File: config.mk
export PLATFORM = sky130hd
export DESIGN_NAME = mem_stage_pipe
export DESIGN_NICKNAME = d
export VERILOG_FILES = /design/src/rtl/mem_pkg.sv /design/src/rtl/mem_lane_align.sv /design/src/rtl/mem_stage_pipe.sv
export SDC_FILE = /design/constraint.sdc
export NUM_CORES = 1
export LEC_CHECK = 0
export CAP_MARGIN = 30
export CELL_PAD_IN_SITES_DETAIL_PLACEMENT = 1
export CELL_PAD_IN_SITES_GLOBAL_PLACEMENT = 2
export CORE_ASPECT_RATIO = 0.6
export CORE_MARGIN = 10
export CORE_UTILIZATION = 28
export DETAILED_ROUTE_END_ITERATION = 8
export PLACE_DENSITY_LB_ADDON = 0.1
export SLEW_MARGIN = 20
export SYNTH_ARGS = -nofsm -noshare
export SYNTH_HDL_FRONTEND = slang
export SYNTH_SLANG_ARGS = --single-unit
File: constraint.sdc
create_clock -name clk -period 5.2 [get_ports clk]
set_input_delay 1.04 -clock clk [delete_from_list [all_inputs] [get_ports clk]]
set_output_delay 1.04 -clock clk [all_outputs]
set_load 0.02 [all_outputs]
File: src/rtl/mem_pkg.sv
// Shared types and load-extension helper for the EX->WB memory stage.
package mem_pkg;

    localparam int unsigned MAX_XLEN = 64;

    typedef enum logic [1:0] {
        MSZ_B = 2'd0,
        MSZ_H = 2'd1,
        MSZ_W = 2'd2
    } mem_size_e;

    typedef enum logic [1:0] {
        IDLE   = 2'd0,
        ACCESS = 2'd1,
        DONE   = 2'd2
    } mem_state_e;

    // Select the addressed lane of a read word and sign/zero extend it.
    function automatic logic [MAX_XLEN-1:0] ld_extend(
        input logic [MAX_XLEN-1:0] rdata,
        input logic [2:0]          offset,
        input mem_size_e           size,
        input logic                is_unsigned
    );
        logic [31:0]         sh;
        logic [MAX_XLEN-1:0] res;
        sh = 32'(rdata >> {offset, 3'b000});
        case (size)
            MSZ_B:   res = {{(MAX_XLEN-8){~is_unsigned & sh[7]}}, sh[7:0]};
            MSZ_H:   res = {{(MAX_XLEN-16){~is_unsigned & sh[15]}}, sh[15:0]};
            default: res = {{(MAX_XLEN-32){~is_unsigned & sh[31]}}, sh[31:0]};
        endcase
        return res;
    endfunction

endpackage

File: src/rtl/mem_lane_align.sv
// Combinational lane placement: word-aligned address, byte enables,
// shifted store data and misalignment flag for one access.
module mem_lane_align
    import mem_pkg::*;
#(
    parameter int unsigned XLEN = 32
) (
    input  logic [XLEN-1:0]   addr,
    input  logic [XLEN-1:0]   wdata,
    input  mem_size_e         size,
    output logic [XLEN-1:0]   addr_c,
    output logic [XLEN/8-1:0] be_c,
    output logic [XLEN-1:0]   wdata_c,
    output logic              misalign_c
);

    localparam int unsigned NB    = XLEN / 8;
    localparam int unsigned OFF_W = $clog2(NB);

    logic [OFF_W-1:0] off;
    int unsigned      off_i;
    int unsigned      nbytes;

    always_comb begin
        off    = addr[OFF_W-1:0];
        off_i  = 32'(off);
        nbytes = 4;
        misalign_c = 1'b0;
        case (size)
            MSZ_B: nbytes = 1;
            MSZ_H: begin
                nbytes     = 2;
                misalign_c = addr[0];
            end
            default: begin
                nbytes     = 4;
                misalign_c = (addr[1:0] != 2'b00);
            end
        endcase
        addr_c  = addr & ~XLEN'(NB - 1);
        wdata_c = wdata << {off, 3'b000};
        be_c    = '0;
        for (int unsigned i = 0; i < NB; i++) begin
            be_c[i] = (i >= off_i) && (i < off_i + nbytes);
        end
    end

endmodule

File: src/rtl/mem_stage_pipe.sv
// Single-entry registered memory stage between EX and WB: issues a held
// data-port request, waits on dmem_ready with a watchdog, returns to WB.
module mem_stage_pipe
    import mem_pkg::*;
#(
    parameter int unsigned XLEN    = 32,
    parameter int unsigned REG_W   = 4,
    parameter int unsigned TIMEOUT = 64
) (
    input  logic              clk,
    input  logic              rst,
    input  logic              ex_valid,
    output logic              ex_ready,
    input  logic [REG_W-1:0]  rd_in,
    input  logic [XLEN-1:0]   alu_in,
    input  logic [XLEN-1:0]   store_data_in,
    input  logic              mem_read_in,
    input  logic              mem_write_in,
    input  logic [1:0]        size_in,
    input  logic              unsigned_in,
    output logic              dmem_req,
    output logic              dmem_we,
    output logic [XLEN-1:0]   dmem_addr,
    output logic [XLEN/8-1:0] dmem_be,
    output logic [XLEN-1:0]   dmem_wdata,
    input  logic [XLEN-1:0]   dmem_rdata,
    input  logic              dmem_ready,
    output logic              wb_valid,
    output logic              wb_we,
    output logic [REG_W-1:0]  rd_out,
    output logic [XLEN-1:0]   result_out,
    output logic              misalign_err,
    output logic              timeout_err
);

    localparam int unsigned NB    = XLEN / 8;
    localparam int unsigned OFF_W = $clog2(NB);
    localparam int unsigned CNT_W = $clog2(TIMEOUT);

    mem_state_e        state_q, state_d;
    logic [CNT_W-1:0]  cnt_q, cnt_d;
    logic [REG_W-1:0]  rd_q, rd_d;
    logic [OFF_W-1:0]  off_q, off_d;
    mem_size_e         size_q, size_d;
    logic              uns_q, uns_d;
    logic              is_load_q, is_load_d;
    logic              ex_ready_q, ex_ready_d;
    logic              dmem_req_q, dmem_req_d;
    logic              dmem_we_q, dmem_we_d;
    logic [XLEN-1:0]   dmem_addr_q, dmem_addr_d;
    logic [NB-1:0]     dmem_be_q, dmem_be_d;
    logic [XLEN-1:0]   dmem_wdata_q, dmem_wdata_d;
    logic              wb_valid_q, wb_valid_d;
    logic              wb_we_q, wb_we_d;
    logic [XLEN-1:0]   result_q, result_d;
    logic              misalign_q, misalign_d;
    logic              timeout_q, timeout_d;

    mem_size_e         size_e;
    logic [XLEN-1:0]   al_addr;
    logic [NB-1:0]     al_be;
    logic [XLEN-1:0]   al_wdata;
    logic              al_misalign;
    logic              accept;
    logic              mem_op;

    // Size encoding 3 is treated as a word access.
    always_comb begin
        size_e = (size_in == 2'd3) ? MSZ_W : mem_size_e'(size_in);
    end

    mem_lane_align #(.XLEN(XLEN)) u_align (
        .addr       (alu_in),
        .wdata      (store_data_in),
        .size       (size_e),
        .addr_c     (al_addr),
        .be_c       (al_be),
        .wdata_c    (al_wdata),
        .misalign_c (al_misalign)
    );

    always_comb begin
        state_d      = state_q;
        cnt_d        = cnt_q;
        rd_d         = rd_q;
        off_d        = off_q;
        size_d       = size_q;
        uns_d        = uns_q;
        is_load_d    = is_load_q;
        dmem_req_d   = dmem_req_q;
        dmem_we_d    = dmem_we_q;
        dmem_addr_d  = dmem_addr_q;
        dmem_be_d    = dmem_be_q;
        dmem_wdata_d = dmem_wdata_q;
        wb_we_d      = wb_we_q;
        result_d     = result_q;
        misalign_d   = misalign_q;
        timeout_d    = timeout_q;

        accept = ex_valid & ex_ready_q;
        mem_op = mem_read_in | mem_write_in;

        case (state_q)
            IDLE: begin
                if (accept) begin
                    rd_d       = rd_in;
                    off_d      = alu_in[OFF_W-1:0];
                    size_d     = size_e;
                    uns_d      = unsigned_in;
                    is_load_d  = mem_read_in;
                    result_d   = alu_in;
                    misalign_d = 1'b0;
                    timeout_d  = 1'b0;
                    wb_we_d    = 1'b0;
                    if (mem_op && !al_misalign) begin
                        state_d      = ACCESS;
                        cnt_d        = '0;
                        dmem_req_d   = 1'b1;
                        dmem_we_d    = mem_write_in;
                        dmem_addr_d  = al_addr;
                        dmem_be_d    = al_be;
                        dmem_wdata_d = al_wdata;
                    end else if (mem_op) begin
                        state_d    = DONE;
                        misalign_d = 1'b1;
                        result_d   = '0;
                    end else begin
                        state_d = DONE;
                        wb_we_d = (rd_in != '0);
                    end
                end
            end
            ACCESS: begin
                // A ready on the final watchdog cycle still completes normally.
                if (dmem_ready) begin
                    state_d    = DONE;
                    dmem_req_d = 1'b0;
                    if (is_load_q) begin
                        result_d = XLEN'(ld_extend(MAX_XLEN'(dmem_rdata), 3'(off_q),
                                                   size_q, uns_q));
                        wb_we_d  = (rd_q != '0);
                    end
                end else if (cnt_q == CNT_W'(TIMEOUT - 1)) begin
                    state_d    = DONE;
                    dmem_req_d = 1'b0;
                    timeout_d  = 1'b1;
                    result_d   = '0;
                end else begin
                    cnt_d = cnt_q + CNT_W'(1);
                end
            end
            DONE: begin
                state_d    = IDLE;
                wb_we_d    = 1'b0;
                misalign_d = 1'b0;
                timeout_d  = 1'b0;
            end
            default: begin
                state_d    = IDLE;
                dmem_req_d = 1'b0;
            end
        endcase

        ex_ready_d = (state_d == IDLE);
        wb_valid_d = (state_d == DONE);
    end

    always_ff @(posedge clk or posedge rst) begin
        if (rst) begin
            state_q      <= IDLE;
            cnt_q        <= '0;
            rd_q         <= '0;
            off_q        <= '0;
            size_q       <= MSZ_B;
            uns_q        <= 1'b0;
            is_load_q    <= 1'b0;
            ex_ready_q   <= 1'b1;
            dmem_req_q   <= 1'b0;
            dmem_we_q    <= 1'b0;
            dmem_addr_q  <= '0;
            dmem_be_q    <= '0;
            dmem_wdata_q <= '0;
            wb_valid_q   <= 1'b0;
            wb_we_q      <= 1'b0;
            result_q     <= '0;
            misalign_q   <= 1'b0;
            timeout_q    <= 1'b0;
        end else begin
            state_q      <= state_d;
            cnt_q        <= cnt_d;
            rd_q         <= rd_d;
            off_q        <= off_d;
            size_q       <= size_d;
            uns_q        <= uns_d;
            is_load_q    <= is_load_d;
            ex_ready_q   <= ex_ready_d;
            dmem_req_q   <= dmem_req_d;
            dmem_we_q    <= dmem_we_d;
            dmem_addr_q  <= dmem_addr_d;
            dmem_be_q    <= dmem_be_d;
            dmem_wdata_q <= dmem_wdata_d;
            wb_valid_q   <= wb_valid_d;
            wb_we_q      <= wb_we_d;
            result_q     <= result_d;
            misalign_q   <= misalign_d;
            timeout_q    <= timeout_d;
        end
    end

    assign ex_ready     = ex_ready_q;
    assign dmem_req     = dmem_req_q;
    assign dmem_we      = dmem_we_q;
    assign dmem_addr    = dmem_addr_q;
    assign dmem_be      = dmem_be_q;
    assign dmem_wdata   = dmem_wdata_q;
    assign wb_valid     = wb_valid_q;
    assign wb_we        = wb_we_q;
    assign rd_out       = rd_q;
    assign result_out   = result_q;
    assign misalign_err = misalign_q;
    assign timeout_err  = timeout_q;

endmodule
==> results.md <==
* Status: complete, no violations
* Async S/R FF share, synth at 100%
* Worst-Margin Slew at 0.858 ns
* Fin Setup TNS at 0 ns
* Area of the multi-input gates at 2900 µm²
* Vias in the first global route at 6,035
* Antenna viol nets, final at 0
* GR Util All Layers at 16.7%
* Syn Inst Count at 591
* Clock sinks at 123
* Hold slack at 0.480 ns
* Register area share after synthesis at 49.2%
* Largest net degree at the start of global routing at 97
* Sequential cell area at 3080 µm²
* CTS root buf: clkbuf_16
* Nets at 910
* Clk_skew at 0.00617 ns
* Post-Route WL at 24,300 µm
* Final min period at 3.15 ns
* Switching portion of total power at 39.5%
* Yosys cell types at 55
* Hold Vio Cnt, Final at 0
* Syn avg cell area at 10.6 µm²
* Max Cap Viol at 0
* Total power at 5.93 mW
* Net switching power at 2.34 mW
* Worst relative slew slack at 42.8%
* DP Worst Slack at 1.44 ns
* Die H at 136 µm
* Number of DRC markers in iteration 0 at 228
* Grt ovf at 0
* Syn Std Cell Area at 6260 µm²
* Clock transition at path regs at 0.06 ns
* Placed wire-length estimate at 18,400 µm
* Die Area at 28,900 µm²
* Core area at 22,000 µm²
* Final setup viols at 0
* Drt first pass iters at 6
* P_int at 3.58 mW
* Final setup margin at 2.05 ns
* Via count at 5,441
* Leak Pwr at 3.83 nW
* Sequential share of power at 28.8%
* Via/cell ratio at 4.97
* Type of the worst setup path: in -> reg
* Worst Path Required at 5.53 ns
* Fillers at 2,425
* Fin util at 42.1%
* DRC viols at 0
* WL/cell at 22.2 µm
* Worst hold path type: reg -> reg
* First-pass GRT wire length at 37,000 µm
* Die W at 213 µm
* Initial antenna violation count at 1
* Clock buffer depth at 2
* PortBufs at 217
* Clock power share at 22.0%
* Final slew viol count at 0
* Max Fanout on Critical Path at 64
* Final worst-path cycle share at 60.6%
* CTS tree: yes
* Combinational power share at 49.2%
* Post-Layout Inst Area at 9280 µm²
* RSZ-0062 raised after global routing: no
* Top_reg_cell synth: dfrtp_1
* Layout cells sized above 1 at 14.9%
* Worst setup EP type: flop
* H-tree levels at 4
* Skew-Pair Late Insertion Delay at 0.42 ns
* Num ports at 220
* Post-synth EDFFs at 0
* Yosys warns at 0
* Pwr dens at 639 nW/µm²
* Synthesized flop and latch total at 123
* Initial Util at 28.4%
* # rows at 42
* Cell Area, Placed at 8580 µm²
* CP arrival at 3.48 ns
* Placed Instances at 1,058
* Max Freq at 0.317 GHz
* TritonCTS buffer count at 17
* GPL Wtd Cong at 0.818
* Layout Cells excl Fill at 1,094
* CP startpoint kind: input port
* Hold buffers post-CTS at 0
* Peak supply drop at 265 µV
* Post_cts resized at 0
* Area Growth Syn to Fin at 48.1%
* Post-CTS setup buffers at 0
-- path summary, 6_finish.rpt --
| path | startpoint | endpoint | slack (ns) | cells past startpoint |
|---|---|---|---|---|
| setup reg to reg | state_q[1]$_DFF_PP0_ | result_out[16]$_DFFE_PP0P_ | 2.17 | 8 |
| setup / recovery | ex_valid | result_out[16]$_DFFE_PP0P_ | 2.05 | 7 |
| max in group asynchronous | rst | dmem_wdata[9]$_DFFE_PP0P_ | 3.11 | 4 |
| min in group asynchronous | rst | dmem_we$_DFFE_PP0P_ | 0.99 | 2 |
| hold / removal | dmem_wdata[9]$_DFFE_PP0P_ | dmem_wdata[9]$_DFFE_PP0P_ | 0.48 | 2 |
| hold reg to reg | dmem_wdata[9]$_DFFE_PP0P_ | dmem_wdata[9]$_DFFE_PP0P_ | 0.48 | 2 |
-- sequential cells by signal, indices dropped and copies added (netlist names) --
name / count
rd_out: 4
dmem_be: 4
state_q: 2
result_out: 32
uns_q: 1
off_q: 2
wb_valid: 1
timeout_err: 1
is_load_q: 1
dmem_req: 1
misalign_err: 1
size_q: 2
wb_we: 1
dmem_addr: 30
ex_ready: 1
dmem_wdata: 32
dmem_we: 1
cnt_q: 6
-- cells in the final DEF, fill, tap and decap left out, types with 2 or more instances in the layout --
cell type	count
nor3_1	3
nand2_1	59
o31ai_2	4
ha_1	7
a211oi_1	10
clkinvlp_4	2
conb_1	2
a21o_1	4
mux2_2	58
a31oi_1	21
a21oi_1	40
clkbuf_16	17
nand3b_1	3
dfrtp_1	122
nand2b_1	2
a21oi_2	2
inv_1	2
nor2b_1	14
mux2i_1	32
buf_16	2
nor2_1	50
bufinv_16	4
nand3_1	6
and3_1	2
o211ai_1	2
o31ai_1	6
buf_2	2
o21ai_0	37
clkinv_2	5
o221ai_1	2
buf_4	8
diode_2	2
clkbuf_8	3
a22oi_1	30
clkdlybuf4s50_1	215
-- per-layer routing --
| metal | GRT usage (%) | wire, µm | vias to the layer above | part of all wire, % |
|---|---|---|---|---|
| met5 | 0 | 0 | - | 0 |
| met4 | 5.21 | 299 | 0 | 1.2 |
| met3 | 5.26 | 1980 | 24 | 8.1 |
| met2 | 24.5 | 10600 | 139 | 44 |
| met1 | 22.9 | 11400 | 2734 | 47 |
| li1 | - | - | 2544 | - |
-- final cells by class --
cell class | count | area share (%)
flip-flops and latches | 123 | 33.2
multi-input cells | 420 | 31.3
repair buffers | 227 | 24.5
clock buffers | 20 | 5.03
well taps | 286 | 3.86
clock inverters | 12 | 1.82
inverters | 4 | 0.216
diodes | 2 | 0.0539
-- cells by family (layout without fill, tap and decap cells) --
kind of cell	count (synthesis)	after routing	synth area share [%]
other cells	1	4	0.0599
buf+inv	49	263	4.83
compound gates	166	166	17.1
flops	123	123	49.2
mux	91	91	15.9
simple gates	153	153	11.2
fa+ha+maj	8	8	1.72
-- power groups by stage --
stage | combinational [mW] | sequential (mW) | clock [mW]
floorplan | 1.12 | 2.17 | 0
global route | 3.14 | 1.78 | 1.39
finish | 2.92 | 1.71 | 1.30
detailed placement | 2.94 | 1.73 | 0
CTS | 2.95 | 1.72 | 1.34
global placement | 2.90 | 1.70 | 0
-- worst max-delay path, stage by stage --
cell             delay (ns)
clkdlybuf4s50_1        0.48
nand3_1                0.47
o21ai_0                0.37
a21boi_4               0.23
buf_4                  0.54
nor2_1                 0.11
a31oi_1                0.18
-- synthesized netlist by cell type (2+ instances only) --
cell        n  area share [%]
a211oi_1   10             1.2
nor2b_1    14             1.4
mux2_2     58              10
and3_1      2            0.20
buf_2      17             1.4
o221ai_1    2            0.28
ha_1        7             1.4
o31ai_2     4            0.80
nand2_1    59             3.5
nor2_1     50             3.0
mux2i_1    32             5.1
a21o_1      4            0.48
a21oi_2     2            0.28
o211ai_1    2            0.24
a21oi_1    40             3.2
dfrtp_1   122              49
o31ai_1     6            0.72
nand3_1     6            0.48
nor3_1      3            0.24
a22oi_1    30             3.6
buf_4      12             1.4
nand3b_1    3            0.36
a31oi_1    21             2.1
nand2b_1    3            0.30
inv_1       3            0.18
o21ai_0    37             3.0
clkbuf_1    8            0.48
buf_6       7             1.3
Note: power is estimated with default switching activity, not from simulation.
==> RTL change 1 (same settings) <==
`XLEN` is set to 32 in 2 places; all go to 64.
--- a/src/rtl/mem_lane_align.sv
+++ b/src/rtl/mem_lane_align.sv
@@ -3,7 +3,7 @@
 module mem_lane_align
     import mem_pkg::*;
 #(
-    parameter int unsigned XLEN = 32
+    parameter int unsigned XLEN = 64
 ) (
     input  logic [XLEN-1:0]   addr,
     input  logic [XLEN-1:0]   wdata,
--- a/src/rtl/mem_stage_pipe.sv
+++ b/src/rtl/mem_stage_pipe.sv
@@ -3,7 +3,7 @@
 module mem_stage_pipe
     import mem_pkg::*;
 #(
-    parameter int unsigned XLEN    = 32,
+    parameter int unsigned XLEN    = 64,
     parameter int unsigned REG_W   = 4,
     parameter int unsigned TIMEOUT = 64
 ) (
Ports: changed (7 resized); port bits go from 220 to 416. The function was not compared with the original's and may differ.
==> RTL change 1 against the original RTL <==
Hold slack got worse by 0.0088 ns; count of clock-buffer cells in the layout rose by 15; maximum frequency fell by 2.5%; register-to-register slack got worse by 0.06 ns; sequential cell count rose by 100; final area rose by 93%; critical path depth did not move; highest routed layer is now met5; first-iteration DRC count rose to 3.1 times the old value; setup slack got worse by 0.082 ns; routed wire length rose by 140%; largest power group unchanged; power rose by 74%; area after synthesis rose by 97%.
==> RTL change 1: results (changes against the original RTL) <==
Detailed-route vias per instance: 5.108 (+2.7%). The cell at the root of the clock tree is clkbuf_16. The routed length on met3 is 2936 µm (+48%), and the area of the mapped netlist is 0.01236 mm² (+97%). The number of buffers on the longest clock path was 3 (+1); the filler cell count in the final layout was 4811 (+98%). The first-pass iteration count of the detailed router is 4 (-2). The count of cells resized by post-cts repair is 0 (unchanged).

The total number of H-tree levels came out at 1 (-3). The worst-case vdd ir drop is 0.0002882 V (+8.8%). The number of hold-repair buffers added at the cts stage is 0 (unchanged). The register area share after synthesis came out at 0.4517 (-0.03991). For the clock latency of the later-clocked register in the worst-skew pair, the log shows 0.56 ns (+0.14 ns). The post-layout net count was 1843 (+100%); the critical-path maximum fanout was 83 (+30%). The tools report the global-route wire length before repair as 85330 µm (+130%).

The initial antenna violation count was 5 (+4). The average wire per standard cell is 25.83 µm (+16%). The top layer used by detailed routing was met5.

After synthesis, the cell types taking the most area are dfrtp_1 45%, mux4_2 9.5%, nand2_1 9.4%. Number of unique standard cell types used by synthesis: 68 (+24%). The logs give 3.70 ns (+0.22 ns) for the arrival time reported for the critical path endpoint and 27 (+10) for the TritonCTS buffer count. The commonest cells after synthesis are 310 x nand2_1, 222 x dfrtp_1, 77 x nor2_1, 73 x nand3_1.

The total leakage power was 0.007737 µW (+100%); the met2 wirelength from detailed routing was 26850 µm (+150%). Last weighted congestion value of the routability-driven placer: 0.8445 (+3.2%). The flow ran to the end, and the final reports show no timing, DRC or antenna violations. The detailed placement HPWL is 43540 µm (+140%).

The met1 wire length was 26610 µm (+130%). Share of async-settable or async-resettable flops after synthesis: 1.000 (unchanged). The total number of yosys warnings was 0 (unchanged).

The fraction of final layout cells with drive strength greater than 1 was 0.1128 (-0.03609). Maximum clock skew at final layout: 0.01990 ns (+0.01373 ns). The standard cell area after detailed placement was 0.01697 mm² (+98%); the number of buffer cells added on primary ports was 412 (+90%).

The number of global-route vias before repair is 12106 (+100%). The CTS clock-pin slew for the worst setup and hold paths was 0.06 ns (about the same). The post-CTS setup buffer count was 0 (unchanged); the largest net degree at the start of global routing was 144 (+48%).

The run gives 705 (+210%) as the starting DRC count in detailed routing. The total global routing track utilization is 0.2080 (+0.04081). The classification of the worst-slack hold path was flip-flop to flip-flop. The worst max-slew margin expressed relative to the limit is 0.3818 (-0.04630).
[RTL change 1: cell count changes after synthesis, moves of 17 or more]
| cell | before | now |
|---|---|---|
| nand2_1 | 59 | 310 |
| dfrtp_1 | 122 | 222 |
| nand3_1 | 6 | 73 |
| mux4_2 | 1 | 52 |
| clkbuf_1 | 8 | 43 |
| nor2_1 | 50 | 77 |
| mux2_2 | 58 | 34 |
| buf_2 | 17 | 37 |
| mux2i_1 | 32 | 50 |
| a31oi_1 | 21 | 4 |
[RTL change 1: cells by family (layout without fill, tap and decap cells)]
kind of cell,count (synthesis),count (layout),share of synthesized area
xor gates and xnor gates,1,1,0.0007089
buffers and inverters,118,503,0.04577
muxes,136,136,0.1663
other,1,6,0.0003035
DFF,223,223,0.4517
and+or+nand+nor,518,518,0.1822
AOI/OAI and AO/OA,256,256,0.1434
adders and majority gates,9,9,0.009721
[RTL change 1: through the flow]
step	worst slack (ns)	util	hold slack (ns)	std cells
after global routing	1.717	0.4122	0.5025	2230
after CTS	1.938	0.4121	0.4749	2228
after detailed placement	1.355	0.3903	0.4620	2179
after global placement	1.465	0.3897	0.4568	2178
after floorplan	1.251	-	0.4850	1264
final	1.964	0.4123	0.4715	2231
[RTL change 1: final cells by class]
| class | count | area share |
|---|---|---|
| sequential | 223 | 0.3115 |
| antenna | 3 | 0.0004188 |
| clock buffer | 35 | 0.04104 |
| clock inverter | 14 | 0.01180 |
| tap | 579 | 0.04041 |
| timing repair buffer | 437 | 0.2423 |
| inverter | 17 | 0.003769 |
| multi-input combinational | 923 | 0.3487 |
[RTL change 1: worst paths after layout]
kind | start | to | slack [ns] | depth (start not counted)
worst max-delay path | size_in[1] | dmem_wdata[18] | 1.96 | 7
worst min-delay path | dmem_be[0] | dmem_be[0] | 0.47 | 2
worst max register to register | off_q[2] | result_out[45] | 2.11 | 7
worst min register to register | dmem_be[0] | dmem_be[0] | 0.47 | 2
max in group asynchronous | rst | off_q[1] | 3.13 | 3
min in group asynchronous | rst | dmem_wdata[62] | 0.81 | 2
[RTL change 1: worst max-delay path, stage by stage]
cell             delay, ns
clkdlybuf4s50_1       0.63
a21o_1                0.24
nor2b_1               0.29
or3_4                 0.78
buf_4                 0.46
nand2_1               0.10
o31ai_1               0.08
[RTL change 1: per-layer routing]
metal	vias to the layer above	GRT usage
met5	-	0
met4	2	0.04235
met3	57	0.03941
met2	265	0.3308
met1	5797	0.2901
li1	5276	-
[RTL change 1: power breakdown]
group | internal [µW] | switching [µW] | leakage [µW]
clock | 1250 | 828 | 0.000460
combinational | 2310 | 2930 | 0.00445
sequential | 2470 | 552 | 0.00282
==> RTL change 2 (config.mk and constraints unchanged) <==
Without the edit above. Make the reset (`rst`) synchronous in one clocked block.
--- a/src/rtl/mem_stage_pipe.sv
+++ b/src/rtl/mem_stage_pipe.sv
@@ -165,7 +165,7 @@
         wb_valid_d = (state_d == DONE);
     end
 
-    always_ff @(posedge clk or posedge rst) begin
+    always_ff @(posedge clk) begin
         if (rst) begin
             state_q      <= IDLE;
             cnt_q        <= '0;
Behaviour: differs if rst is asserted again (counterexample within 4 cycles, from zero or initial values and one cycle with rst high); with rst held inactive, the same outputs for 4 cycles.
==> RTL change 2 against the original RTL <==
Non-clock buffer count is 5 higher; sequential cell count did not move; routed wire length is 14% higher; final area shrank 3.8%; first-iteration DRC count grew 73%; area after synthesis shrank 3.5%; setup slack improved by 0.14 ns; critical path depth decreased by 1; sequential share of layout area fell by 5.6 points; count of clock-buffer cells in the layout rose by 7.
Power is not compared: it rests on default switching activity, and its combinational part moved more than twofold at a synthesized area within 25%.
==> RTL change 2: results (changes against the original RTL) <==
The transition time at the pin with the least slew margin is 0.9267 ns (+0.06893 ns). Cell family with the largest share of critical-path delay: simple AND/OR/NAND/NOR gates. The run finished with clean final reports. In this run the most critical hold path is launched from dmem_wdata[3]. The run gives 21430 µm (+16%) as the detailed placement HPWL. Total instance count after detailed placement: 1181 (+12%).

Routed length on met3: 1833 µm (-7.5%). The fraction of final layout cells with drive strength greater than 1 was 0.06967 (-0.07922); the met1 track demand over resource in global routing was 0.2629 (+0.03390). The tools report the global-route wire length before repair as 41970 µm (+13%). For the largest net degree at the start of global routing, the log shows 86 (-11%). The met2 wirelength from detailed routing is 12110 µm (+14%). The analysis attributes to cell leakage a power of 0.003092 µW. The mean cell area of the mapped netlist works out to 8.194 µm² (-23%). The tools report the launch instance of the worst register-to-register path as state_q[1]. The run gives 1.593 ns (+0.1535 ns) as the worst setup slack after placement.

The last weighted congestion value of the routability-driven placer is 0.8554 (+4.5%). The run gives 1040 (+14%) as the post-layout net count. Length in cells of the worst reg-to-reg path: 7 (-1).

The first-pass iteration count of the detailed router was 5 (-1). For the standard cell area after detailed placement, the log shows 0.008361 mm² (-2.6%). The portion of netlist area occupied by mux cells works out to 0.08628 (-0.07273). The logs give 0.348 for the clock power share and 3.30 ns (-0.18 ns) for the arrival time reported for the critical path endpoint.

The logs give 0 (unchanged) for the hold violation total from the final report and 0.4072 (-0.08441) for the register area share after synthesis. Met2 routing resource usage after global routing: 0.2858 (+0.04061). The tools report the number of unique standard cell types used by synthesis as 54 (-1.8%). Counting instances in the post-synthesis netlist gives the leading cell types as 139 x nand2_1, 123 x dfxtp_1, 119 x a21oi_1, 37 x nor2_1, 34 x a311oi_1. The aggregate routed wire length is 27660 µm (+14%), and the share of async-settable or async-resettable flops after synthesis is 0 (-1.000).

The tools report the met3 usage as 0.05750 (+0.004857). For the final worst hold slack, the log shows 0.4513 ns (-0.02903 ns). The worst register-to-register path ends at dmem_wdata[16].

The path with the worst hold slack has its endpoint at dmem_wdata[3]. The total global routing track utilization is 0.1913 (+0.02408). The critical-path maximum fanout was 41 (-36%).

For the number of global-route vias before repair, the log shows 6858 (+14%). Number of vias after detailed routing: 6484 (+19%). The adder-cell share of the synthesized area is 0.01779 (+0.0006149), and the final period demand of the worst path is 3.010 ns (-0.1430 ns). The slowest stage of the critical path is the clkdlybuf4s50_1 cell. The met1 wire length was 13430 µm (+17%); the post-synthesis compound-gate area fraction was 0.2526 (+0.08124).
==> RTL change 2: changes by cell type in the layout (fill, tap and decap cells not counted), moves of 11 or more <==
| cell | unedited run | this run |
|---|---|---|
| o21ai_0 | 37 | 10 |
| nor2_1 | 50 | 36 |
| a22oi_1 | 30 | 11 |
| a31oi_1 | 21 | 0 |
| nand2_1 | 59 | 139 |
| dfxtp_1 | 0 | 123 |
| a311oi_1 | 0 | 34 |
| o211ai_1 | 2 | 20 |
| nor2b_1 | 14 | 3 |
| nand3_1 | 6 | 28 |
| a21oi_1 | 40 | 119 |
| mux2_2 | 58 | 15 |
| dfrtp_1 | 122 | 0 |
==> RTL change 2: cell type report <==
class | instances | area [µm²]
Fill cell | 2469 | 12210
Multi-Input combinational cell | 542 | 3256
Sequential cell | 123 | 2462
Timing Repair Buffer | 232 | 2306
Clock buffer | 27 | 513.0
Tap cell | 279 | 349.1
Inverter | 7 | 26.28
Clock inverter | 2 | 10.01
Antenna cell | 1 | 2.502
